### config.mk
export PLATFORM = sky130hd
export DESIGN_NAME = fsm_bus_ctrl
export DESIGN_NICKNAME = d
export VERILOG_FILES = /design/src/rtl/fsm_bus_pkg.sv /design/src/rtl/fsm_bus_ctrl_sync2.sv /design/src/rtl/fsm_bus_ctrl.sv
export SDC_FILE = /design/constraint.sdc
export NUM_CORES = 1
export LEC_CHECK = 0
export ABC_AREA = 1
export CORE_MARGIN = 2
export CORE_UTILIZATION = 47
export CTS_BUF_LIST = sky130_fd_sc_hd__clkbuf_2 sky130_fd_sc_hd__clkbuf_4 sky130_fd_sc_hd__clkbuf_8
export CTS_CLUSTER_SIZE = 8
export DETAILED_ROUTE_END_ITERATION = 10
export PLACE_DENSITY_LB_ADDON = 0.3
export SETUP_SLACK_MARGIN = 0.05
export SYNTH_ARGS = -nofsm -noshare
export SYNTH_HDL_FRONTEND = slang
export SYNTH_HIERARCHICAL = 1
export SYNTH_SLANG_ARGS = --single-unit
export TNS_END_PERCENT = 50
### constraint.sdc
create_clock -name sys0_clk -period 2.22 [get_ports sys0_clk]
set_input_delay 0.333 -clock sys0_clk [delete_from_list [all_inputs] [get_ports sys0_clk]]
set_output_delay 0.333 -clock sys0_clk [all_outputs]
set_load 0.005 [all_outputs]
### src/rtl/fsm_bus_pkg.sv
// Shared types and helpers for the flash/SRAM parallel bus controller.
package fsm_bus_pkg;

  typedef enum logic [2:0] {
    StIdle,
    StSetup,
    StAccess,
    StRdyWait,
    StHold,
    StErr
  } state_e;

  localparam int unsigned CS_FLASH = 0;
  localparam int unsigned CS_SRAM  = 1;

  // Widest packed per-chip-select config vector the helper accepts.
  localparam int unsigned FieldVecW = 256;

  // Extract field idx of width w from a packed per-chip-select vector.
  function automatic logic [31:0] get_field(input logic [FieldVecW-1:0] vec,
                                            input int unsigned idx,
                                            input int unsigned w);
    logic [31:0] mask;
    mask = (w >= 32) ? '1 : ((32'd1 << w) - 32'd1);
    return 32'(vec >> (idx * w)) & mask;
  endfunction

endpackage

### src/rtl/fsm_bus_ctrl_sync2.sv
// Two-flop synchronizer with asynchronous active-low reset and configurable reset value.
module fsm_sync2 #(
  parameter logic ResetVal = 1'b1
) (
  input  logic clk_i,
  input  logic rst_ni,
  input  logic d_i,
  output logic q_o
);

  logic s1_q, s2_q;

  always_ff @(posedge clk_i or negedge rst_ni) begin
    if (!rst_ni) begin
      s1_q <= ResetVal;
      s2_q <= ResetVal;
    end else begin
      s1_q <= d_i;
      s2_q <= s1_q;
    end
  end

  assign q_o = s2_q;

endmodule

### src/rtl/fsm_bus_ctrl.sv
// Single-beat request controller for the shared flash/SRAM parallel bus with
// per-chip-select wait states and optional ready/busy wait with timeout.
module fsm_bus_ctrl
  import fsm_bus_pkg::*;
#(
  parameter int unsigned AW   = 26,
  parameter int unsigned DW   = 32,
  parameter int unsigned NCS  = 2,
  parameter int unsigned CSW  = 1,
  parameter int unsigned WS_W = 4,
  parameter int unsigned TO_W = 12
) (
  input  logic                sys0_clk,
  input  logic                sys0_rstn,
  input  logic                req_valid,
  output logic                req_ready,
  input  logic                req_write,
  input  logic [CSW-1:0]      req_cs,
  input  logic [AW-1:0]       req_addr,
  input  logic [DW-1:0]       req_wdata,
  input  logic [DW/8-1:0]     req_be,
  output logic                rsp_valid,
  output logic [DW-1:0]       rsp_rdata,
  output logic                rsp_err,
  input  logic [NCS*WS_W-1:0] cfg_rd_ws,
  input  logic [NCS*WS_W-1:0] cfg_wr_ws,
  input  logic [NCS-1:0]      cfg_rdy_en,
  output logic [AW-1:0]       fsm_a,
  output logic [DW-1:0]       fsm_d_o,
  output logic                fsm_d_oe,
  input  logic [DW-1:0]       fsm_d_i,
  output logic [NCS-1:0]      fsm_ce_n,
  output logic                fsm_oe_n,
  output logic                fsm_we_n,
  output logic [DW/8-1:0]     fsm_be_n,
  input  logic                fsm_rdybsy_n
);

  localparam int unsigned BW = DW / 8;

  state_e          state_q, state_d;
  logic            write_q, rdy_en_q;
  logic [CSW-1:0]  cs_q;
  logic [AW-1:0]   addr_q;
  logic [DW-1:0]   wdata_q;
  logic [BW-1:0]   be_q;
  logic [WS_W-1:0] ws_q, ws_sel;
  logic [WS_W-1:0] wcnt_q, wcnt_d;
  logic [TO_W-1:0] tcnt_q, tcnt_d;
  logic            err_q, err_d;
  logic [DW-1:0]   rdata_q, rdata_d;
  logic            rdy_sync, rdy_en_sel, cs_ok, accept;
  logic            bus_active, strobe;

  fsm_sync2 #(
    .ResetVal(1'b1)
  ) u_rdy_sync (
    .clk_i (sys0_clk),
    .rst_ni(sys0_rstn),
    .d_i   (fsm_rdybsy_n),
    .q_o   (rdy_sync)
  );

  assign accept = req_valid && (state_q == StIdle);
  assign cs_ok  = 32'(req_cs) < NCS;

  // Channel config is sampled only at accept so later cfg writes cannot disturb a transfer.
  always_comb begin
    ws_sel     = req_write ? WS_W'(get_field(FieldVecW'(cfg_wr_ws), 32'(req_cs), WS_W))
                           : WS_W'(get_field(FieldVecW'(cfg_rd_ws), 32'(req_cs), WS_W));
    rdy_en_sel = get_field(FieldVecW'(cfg_rdy_en), 32'(req_cs), 1) != 32'd0;
  end

  always_ff @(posedge sys0_clk or negedge sys0_rstn) begin
    if (!sys0_rstn) begin
      state_q  <= StIdle;
      write_q  <= 1'b0;
      cs_q     <= '0;
      addr_q   <= '0;
      wdata_q  <= '0;
      be_q     <= '0;
      ws_q     <= '0;
      rdy_en_q <= 1'b0;
      wcnt_q   <= '0;
      tcnt_q   <= '0;
      err_q    <= 1'b0;
      rdata_q  <= '0;
    end else begin
      state_q <= state_d;
      wcnt_q  <= wcnt_d;
      tcnt_q  <= tcnt_d;
      err_q   <= err_d;
      rdata_q <= rdata_d;
      if (accept) begin
        write_q  <= req_write;
        cs_q     <= req_cs;
        addr_q   <= req_addr;
        wdata_q  <= req_wdata;
        be_q     <= req_be;
        ws_q     <= ws_sel;
        rdy_en_q <= rdy_en_sel;
      end
    end
  end

  always_comb begin
    state_d = state_q;
    wcnt_d  = wcnt_q;
    tcnt_d  = tcnt_q;
    err_d   = err_q;
    rdata_d = rdata_q;
    case (state_q)
      StIdle: begin
        if (req_valid) begin
          state_d = cs_ok ? StSetup : StErr;
          err_d   = 1'b0;
        end
      end
      StSetup: begin
        wcnt_d  = ws_q;
        state_d = StAccess;
      end
      StAccess: begin
        if (wcnt_q != '0) begin
          wcnt_d = wcnt_q - 1'b1;
        end else if (rdy_en_q && !rdy_sync) begin
          tcnt_d  = '0;
          state_d = StRdyWait;
        end else begin
          if (!write_q) rdata_d = fsm_d_i;
          err_d   = 1'b0;
          state_d = StHold;
        end
      end
      StRdyWait: begin
        // Ready takes priority over a coincident timeout.
        if (rdy_sync) begin
          if (!write_q) rdata_d = fsm_d_i;
          err_d   = 1'b0;
          state_d = StHold;
        end else if (tcnt_q == '1) begin
          rdata_d = '0;
          err_d   = 1'b1;
          state_d = StHold;
        end else begin
          tcnt_d = tcnt_q + 1'b1;
        end
      end
      StHold:  state_d = StIdle;
      StErr:   state_d = StIdle;
      default: state_d = StIdle;
    endcase
  end

  always_comb begin
    bus_active = (state_q == StSetup) || (state_q == StAccess) ||
                 (state_q == StRdyWait) || (state_q == StHold);
    strobe     = (state_q == StAccess) || (state_q == StRdyWait);

    req_ready = (state_q == StIdle);
    rsp_valid = (state_q == StHold) || (state_q == StErr);
    rsp_err   = (state_q == StErr) || ((state_q == StHold) && err_q);
    rsp_rdata = rdata_q;

    fsm_a    = bus_active ? addr_q : '0;
    fsm_be_n = bus_active ? ~be_q : '1;
    fsm_d_oe = bus_active && write_q;
    fsm_d_o  = (bus_active && write_q) ? wdata_q : '0;
    fsm_oe_n = !(strobe && !write_q);
    fsm_we_n = !(strobe && write_q);
    fsm_ce_n = '1;
    for (int unsigned i = 0; i < NCS; i++) begin
      if (bus_active && (cs_q == CSW'(i))) fsm_ce_n[i] = 1'b0;
    end
  end

endmodule

**Yosys cells after proc, flatten, opt, wreduce, memory -nomap -nowiden**

Index checks and enable logic that the tools add are counted.
Widths: inputs -> output; s select.

- Word-level logic and storage cells: 94
- Input port bits: 118
- Bits in registers: 123

- Reductions and logical operators: 28
- Shifts and indexed selects: 3
- Eq/ne operators: 14
- $add $sub $neg: 2
- Muxes and demuxes: 31
- Bitwise gates (word level): 2

Operators by type and width:

| cell | count |
|---|---|
| $mux 32 | 6 |
| $pmux 32 s2 | 1 |
| $mux 12 | 4 |
| $mux 26 | 1 |
| $pmux 12 s2 | 1 |
| $shr 8x3->4 | 2 |
| $mux 3 | 5 |
| $ne 2x2->1 const B | 7 |
| $add 12x1->12 const B | 1 |
| $eq 12x12->1 const B | 1 |
| $mux 4 | 3 |
| $pmux 3 s4 | 1 |
| $reduce_and 5->1 | 2 |
| $logic_and 1x1->1 | 8 |
| $pmux 4 s2 | 1 |
| $mux 1 | 7 |
| $eq 3x2->1 const B | 2 |
| $eq 3x3->1 const B | 2 |
| $logic_or 1x1->1 | 6 |
| $logic_not 1->1 | 4 |
| $not 4->4 | 1 |
| $reduce_and 4->1 | 1 |
| $reduce_bool 2->1 | 2 |
| $reduce_bool 4->1 | 1 |
| 10 further kinds | 10 |

**Depth between registers and ports, before layout**

Gate-level depths: netlist (run 1).

- Word-level depth: 6
- Gate-level depth with buffers: 11
- Depth with buffers taken out: 9

**By module**

Netlist (run 1), hierarchy kept.

Modules (own cells, without submodules):

| module | area each (um2) | seq. area each (um2) | instances | cells an instance |
|---|---|---|---|---|
| fsm_bus_ctrl | 6229.7 | 3027.9 | 1 | 822 |
| fsm_sync2 | 52.6 | 52.6 | 1 | 2 |

**Worst setup path before layout (run 1)**

No wires, ideal clock.

- Path type: flip-flop to output port
- Start point: register state_q[0]
- End point: output fsm_d_o[10]
- Buffers on the path: 1
- Arrival time: 1.342 ns
- Setup slack: 0.545 ns
- Stages on the path, launching flop included: 10
- Cell sequence: dfrtp_1 -> nor2_1 -> nand2_1 -> inv_2 -> nor2_4 -> inv_2 -> nor2_4 -> inv_2 -> buf_6 -> nor2_1

- Word-level cells in the longest chain between the ends: 6
- Elaborated cells on any way between the ends: 9
- Those cells by class: eq/ne: 4; mux: 1; reduce/logical: 4

Ends and longest elaborated chain:

| what | RTL line | source |
|---|---|---|
| start, declared | fsm_bus_ctrl.sv:41 | `state_e state_q, state_d;` |
| start signal, assigned | fsm_bus_ctrl.sv:76 | `state_q <= StIdle;` |
| start signal, assigned | fsm_bus_ctrl.sv:89 | `state_q <= state_d;` |
| $eq 3x1->1 / $eq 3x2->1 (equally long branches) | fsm_bus_ctrl.sv:156 | `bus_active = (state_q == StSetup) \|\| (state_q == StAccess) \|\|` |
| $logic_or 1x1->1 (2 in series) | fsm_bus_ctrl.sv:156 |  |
| $logic_or 1x1->1 * | fsm_bus_ctrl.sv:157 | `(state_q == StRdyWait) \|\| (state_q == StHold);` |
| $logic_and 1x1->1 * | - |  |
| via fsm_d_oe | fsm_bus_ctrl.sv:30 | `output logic fsm_d_oe,` |
| $mux 32 * | fsm_bus_ctrl.sv:168 | `fsm_d_o = (bus_active && write_q) ? wdata_q : '0;` |
| end, declared | fsm_bus_ctrl.sv:29 | `output logic [DW-1:0] fsm_d_o,` |

Mark *: on every way through the listed nets, which the timed path passes. The rest lies on a longest branch.

**Worst setup path in the final report (run 1)**

- Start point: register state_q[0]
- End point: output fsm_d_o[15]

- Word-level cells in the longest chain between the ends: 6
- Elaborated cells on any way between the ends: 9
- Those cells by class: eq/ne: 4; mux: 1; reduce/logical: 4

Ends and longest elaborated chain:

| what | RTL line |
|---|---|
| $eq 3x1->1 / $eq 3x2->1 (equally long branches) | fsm_bus_ctrl.sv:156 |
| $logic_or 1x1->1 (2 in series) | fsm_bus_ctrl.sv:156 |
| $logic_or 1x1->1 * | fsm_bus_ctrl.sv:157 |
| $logic_and 1x1->1 * | fsm_bus_ctrl.sv:168 |
| $mux 32 * | fsm_bus_ctrl.sv:168 |

Mark *: on every way between the ends. The rest lies on a longest branch, timed or not.

==> results of run 1 <==
-- synthesized netlist by cell type, drive strengths merged --
cell	number	area share [%]
buf	21	3.0
nor2	98	6.5
nor3b	1	0.12
dfrtp	121	48
nand4	5	0.50
o21bai	2	0.24
clkinv	1	0.060
or2	3	0.30
o21a	1	0.12
clkbuf	20	1.2
o31ai	2	0.24
o21ai	143	13
ha	2	0.40
o22ai	5	0.50
dfstp	2	0.84
a21oi	2	0.16
nand2	289	18
inv	84	5.0
nand3	18	1.4
xor2	2	0.28
o211ai	2	0.24
-- worst max-delay path by stage --
stage | start | to | slack (ns) | depth (start not counted)
after floorplan | state_q[0] | fsm_d_o[10] | 0.55 | 9
after global placement | state_q[0] | fsm_d_o[18] | 0.12 | 9
after detailed placement | state_q[0] | fsm_d_o[1] | -0.03 | 9
after CTS | state_q[1] | fsm_a[17] | -0.17 | 7
after global routing | state_q[0] | fsm_d_o[14] | -0.12 | 10
final | state_q[0] | fsm_d_o[15] | -0.02 | 10
-- report_power, final --
group | internal [uW] | switching (uW) | total, uW
clock network | 1290 | 880 | 2170
logic | 2720 | 3470 | 6190
registers | 3200 | 460 | 3660
-- stage by stage --
step	TNS (ns)	util (%)	cell area, um2	hold WS (ns)	power, uW
2_1_floorplan	0	-	6282	0.03741	6794
6_report	-0.02738	70.10	9209	0.2927	12030
5_1_grt	-1.237	70.10	9209	0.2791	12950
4_1_cts	-0.4365	69.42	9120	0.2616	11670
3_3_place_gp	0	65.70	8631	0.3552	9200
3_5_place_dp	-0.07316	65.70	8631	0.3478	9347
-- state kept, by name, summed over array words and instances, names as in the netlist --
name / count
addr_q: 26
be_q: 4
cs_q: 1
err_q: 1
rdy_en_q: 1
rsp_rdata: 32
state_q: 3
tcnt_q: 12
u_rdy_sync/q_o: 1
u_rdy_sync/s1_q: 1
wcnt_q: 4
wdata_q: 32
write_q: 1
ws_q: 4
-- what timing repair did --
item / 4_1_cts / 5_1_grt
pin swaps: 4 / 3
hold buffers: 1 / 0
resized for setup: 207 / 115
endpoints found under the hold margin: 41 / 0
setup endpoints to repair: 66 / 79
gates cloned: 2 / 2
buffers inserted: 13 / 3
-- critical path, cell delays in order, from the launching register on --
cell	delay (ns)
dfrtp_1	0.41
nor2_4	0.18
nor2_4	0.05
nor2_4	0.11
inv_2	0.07
nor2_4	0.12
buf_6	0.14
inv_8	0.06
buf_4	0.14
nor2_4	0.07
buf_2	0.11
-- metal layers --
| layer | vias up | wire length (um) | part of all wire [%] |
|---|---|---|---|
| met4 | 0 | 427 | 2.3 |
| met2 | 200 | 8776 | 47 |
| met3 | 32 | 1482 | 8.0 |
| met5 | - | 0 | 0 |
| met1 | 2790 | 7831 | 42 |
| li1 | 3040 | - | - |
-- final cells by class --
class / count / area, um2
Clock buffer: 25 / 325.3
Clock inverter: 7 / 110.1
Fill cell: 1068 / 3929
Inverter: 85 / 329.1
Multi-Input combinational cell: 575 / 2814
Sequential cell: 123 / 3080
Tap cell: 176 / 220.2
Timing Repair Buffer: 254 / 2302
Timing Repair inverter: 2 / 27.53
-- logic make-up after synthesis --
logic type                 count (synthesis)
and+or+nand+nor                          414
AOI/OAI and AO/OA                        157
buffers and inverters                    126
DFF                                      123
xor gates and xnor gates                   2
adders and majority gates                  2
==> results.md, run 1 <==
* Crit path required time at 1.89 ns
* Synth Area in Simple Gates at 26.47%
* Slew headroom at 60.39%
* Max clock buf depth at 2
* R2r startpoint: tcnt_q[0]
* Crit path DAT at 1.90 ns
* HPWL after DPL at 12,220 um
* Vias in the first global route at 5,878
* M1 GR Usage at 33.85%
* Initial antenna violation count at 0
* H-tree depth at 4
* Final count of hold timing violations at 0
* Placeable Area at 13,140 um2
* Syn_nets at about 940
* Largest family of logic cells by synthesized area: simple AND/OR/NAND/NOR gates
* RePlAce Congestion at 0.8307
* Later-pin clock latency in the skew report at 0.45 ns
* Clock transition at path regs at 0.07 ns
* Post-Syn Area at 6282 um2
* Drt wl/cell at 14.85 um
* VDD IR-drop max at 0.6456 mV
* Period Utilization, post-route at 100.8%
* Commonest non-fill, non-tap cells in the layout: nand2_1, clkdlybuf4s50_1, dfrtp_1, o21ai_0, inv_1
* Clk_skew at 0.006670 ns
* Vias at 6,062
* # setup viols final at 2
* Avg Inst Size Synth at 7.624 um2
* Post-synthesis cell type count at 31
* Max-slew violations at 0
* Register-to-Register Path Depth at 9
* Reg2reg end: rsp_rdata[29]
* Synth Instances at 824
* Reg2Reg Setup Slack at ~0.27 ns
* Post-Place Cells at 1,195
* Worst-Margin Slew at 0.5941 ns
* Fin cells at 1,247
* Worst-path maximum fanout at 8
* Status: complete, but fails checks
* Core Rows at 42
* CP endpoint kind: output pin
* Gr busiest metal: met2
* Largest net degree at the start of global routing at 66
* CTS tree: built
* Area grow syn2layout at 46.58%
* Post-DR vias/cell at ~4.9
* Global route overflow at 0
* TritonCTS Buffers at 17
* GR Layer Usage met2 at 41.71%
* Synth Area in XOR/XNOR at 0.2788%
* Final Net Count at 1,178
* Hold EP: u_rdy_sync/s1_q
* Pleak at 0.004460 uW
* DR iter-0 viols at just under 500
* Ports at 220
* FMAX at ~450 MHz
* Flops & latches, synth at 123
* Yosys warns at 6
* Hold WC Path Type: primary input to flop
* CTS sink cnt at 123
* Post-synthesis mux area share at 0%
* Sequential area share after synthesis at 49.03%
* First-pass GRT wire length at 29,540 um
* Total Routing Usage GR at a little over a quarter
* Maxcap violations at 0
* Pre-CTS setup slack at -0.03451 ns
* Commonest non-fill, non-tap cell in the layout: nand2_1
* Crit Path Class: flop to output pin
* Hold_sp: fsm_rdybsy_n
* GRT met3 Usage at 8.935%
* Routed Antenna Nets at 0
* Port-buffer cells at 219
* CP Launch Type: flop
* Routed WL at 18,520 um
* Die ar. at 14,310 um2
* Cell Pwr Density at between 1000 and 1500 nW/um2
* RSZ-0062 raised after global routing: yes
* Diode count at 0
* Cells on Worst Hold Path at 1
* Fraction of layout cells with a size suffix above 1 at 21.10%
* Residual DRC at 0
* Failing checks: negative setup slack
* Starting Density at 47.82%
* Pre-antenna DRT Iters at 4
* Post-layout min period at 2.237 ns
* Die Y at 119.6 um
* Die X-Extent at 119.6 um
* Clock root buffer: clkbuf_8
* Post-synthesis compound-gate area fraction at 14.50%
* Adder-Cell Fraction of Synth Area at 0.3983%
* Setup ws final at -0.01697 ns
No activity file was read; power rests on OpenSTA's default activity.
==> run 2: changes to the inputs <==
CORE_MARGIN = 5   (was 2)
CORE_UTILIZATION = 25   (was 47)
clock period = 2.9 ns   (was 2.22 ns; I/O delays follow)
==> results.md, run 2 (same netlist as run 1, synthesis figures left out) <==
* Status: completed (was complete, but fails checks)
* Diode count at 0 (unchanged)
* Ports at 220 (unchanged)
* Reg power frac at 31.5% (was 30.5%)
* RSZ-0062 raised after global routing: yes (unchanged)
* Post-layout min period at 2.702 ns
* Vias in the first global route at 6,073 (was 5,878)
* H-tree depth at 4 (unchanged)
* Maxcap violations at 0 (unchanged)
* Vias at 5,853 (was 6,062)
* Largest net degree at the start of global routing at 74 (was 66)
* Pleak at 0.004265 uW (was 0.004460 uW)
* Int Pwr at 5361 uW (was 7215 uW)
* Multi-input logic area at 2624 um2 (was 2814 um2)
* Final Net Count at 1,156 (was 1,178)
* Placeable Area at 24,960 um2 (was 13,140 um2)
* Reg2reg end: tcnt_q[7] (was rsp_rdata[29])
* Port-buffer cells at 219 (unchanged)
* Reg2Reg Setup Slack at 0.87 ns (was 0.27 ns)
* Worst-Margin Slew at 0.5024 ns (was 0.5941 ns)
* Worst Setup SP: state_q[2] (was state_q[0])
* Area grow syn2layout at 47.14% (was 46.58%)
* Commonest non-fill, non-tap cells in the layout: nand2_1, clkdlybuf4s50_1, dfrtp_1, o21ai_0, nor2_1 (was nand2_1, clkdlybuf4s50_1, dfrtp_1, o21ai_0, inv_1)
* # setup viols final at 0 (was 2)
* Top Metal Used: met4 (unchanged)
* Global route overflow at 0 (unchanged)
* Residual DRC at 0 (unchanged)
* TNS Setup at 0 ns (was -0.02738 ns)
* Final count of hold timing violations at 0 (unchanged)
* Period Utilization, post-route at 93.16%
* Fillers at 2,621 (was 1,068)
* VDD IR-drop max at 0.3978 mV (was 0.6456 mV)
* Worst-path maximum fanout at 32 (was 8)
* Initial antenna violation count at 0 (unchanged)
* Clk_skew at 0.01676 ns (was 0.006670 ns)
* HPWL after DPL at 13,170 um (was 12,220 um)
* Total power at 8823 uW (was 12,030 uW)
* Hold WC Path Type: flop to flop (was primary input to flop)
* CTS tree: built (unchanged)
* Crit path required time at 2.47 ns (was 1.89 ns)
* Routed WL at 18,640 um (was 18,520 um)
* Clock root buffer: clkbuf_8 (unchanged)
* Register-to-Register Path Depth at 9 (unchanged)
* Cell Pwr Density at 954.5 nW/um2 (was 1306 nW/um2)
* Pre-CTS setup slack at 0.2936 ns (was -0.03451 ns)
* Clk pwr share at 19.4% (was 18.1%)
* Hold EP: u_rdy_sync/q_o (was u_rdy_sync/s1_q)
* Met2 WL post-DR at 7540 um (was 8776 um)
* CP endpoint kind: output pin (unchanged)
* Routed Antenna Nets at 0 (unchanged)
* First-pass GRT wire length at 31,020 um (was 29,540 um)
* Fraction of layout cells with a size suffix above 1 at 9.819% (was 21.10%)
* Max-slew violations at 0 (unchanged)
* Max clock buf depth at 2 (unchanged)
* Commonest non-fill, non-tap cell in the layout: nand2_1 (unchanged)
* Die Y at 168.5 um (was 119.6 um)
* CTS sink cnt at 123 (unchanged)
* Setup ws final at 0.1983 ns (was -0.01697 ns)
* Die ar. at 28,400 um2 (was 14,310 um2)
* Slew headroom at 66.51% (was 60.39%)
* Later-pin clock latency in the skew report at 0.44 ns (was 0.45 ns)
* Reg area at 3082 um2 (was 3080 um2)
* Final Util at 37.03% (was 70.10%)
* CP Launch Type: flop (unchanged)
* Post-DR vias/cell at 4.244 (was 4.861)
* Total Routing Usage GR at 13.35% (was 26.67%)
* Cells on Worst Hold Path at 0 (was 1)
* FMAX at 370.1 MHz
* Clock transition at path regs at 0.09 ns (was 0.07 ns)
* Core Rows at 58 (was 42)
* Drt wl/cell at 13.52 um (was 14.85 um)
* Min Hold Slack at 0.3686 ns (was 0.2927 ns)
* RePlAce Congestion at 0.7928 (was 0.8307)
* Crit Path Class: flop to output pin (unchanged)
* Die X-Extent at 168.5 um (was 119.6 um)
* Crit path DAT at 2.27 ns (was 1.90 ns)
* Starting Density at 25.17% (was 47.82%)
* R2r startpoint: tcnt_q[0] (unchanged)
* Combinational Power Share at 49.1% (was 51.5%)
* Hold_sp: u_rdy_sync/s1_q (was fsm_rdybsy_n)
* NetSw at 3462 uW (was 4812 uW)
* Met3 WL at 1901 um (was 1482 um)
* TritonCTS Buffers at 17 (unchanged)
* DRT met1 WL at 8901 um (was 7831 um)
* DR iter-0 viols at 410 (was 489)
* Pre-antenna DRT Iters at 4 (unchanged)
* Switch share at 39.24% (was 40.01%)
-- run 2: what timing repair did --
action | CTS | global route
hold buffers | 1 | 0
resized for setup | 4 | 11
setup endpoints to repair | 44 | 39
pin swaps | 1 | 1
setup buffers | 1 | 0
hold endpoints to repair | 31 | 0
-- run 2: cell type report --
type	instances	share of cell area, %
Inverter	85	3.587
Clock buffer	17	2.531
Sequential cell	123	33.34
Multi-Input combinational cell	575	28.38
Timing Repair Buffer	234	25.51
Clock inverter	15	2.179
Tap cell	330	4.467
-- run 2: metrics by stage --
| stage | instances | cell area, um2 |
|---|---|---|
| 6_report | 1379 | 9244 |
| 3_3_place_gp | 1345 | 8756 |
| 4_1_cts | 1379 | 9216 |
| 5_1_grt | 1379 | 9244 |
| 3_5_place_dp | 1345 | 8756 |
| 2_1_floorplan | 824 | 6282 |
-- run 2: power groups by stage --
stage | sequential [uW] | combinational, uW | clock [uW]
global placement | 2790 | 4300 | 0
finish | 2780 | 4330 | 1710
CTS | 2790 | 4400 | 1780
global route | 2880 | 4920 | 1850
floorplan | 2780 | 2420 | 0
detailed placement | 2810 | 4330 | 0
-- run 2: per-layer routing --
metal	GRT usage [%]	vias to the layer above
li1	-	2989
met1	17.79	2622
met2	19.88	220
met3	5.488	22
met4	4.058	0
met5	0	-
-- run 2: how the worst max path moves through the flow --
stage	to	slack [ns]	cells after the start
detailed placement	fsm_d_o[26]	0.29	9
floorplan	fsm_d_o[10]	1.12	9
CTS	fsm_d_o[26]	0.06	9
global placement	fsm_d_o[6]	0.39	9
global route	fsm_d_o[24]	0.006	9
finish	fsm_d_o[1]	0.20	9
-- run 2: worst max-delay path: stages (launching register included) --
cell	delay, ns
dfrtp_1	0.41
inv_2	0.09
nand2_1	0.11
inv_2	0.07
nor2_4	0.16
inv_6	0.10
nor2_4	0.16
inv_8	0.10
nor2_1	0.10
clkdlybuf4s50_1	0.52
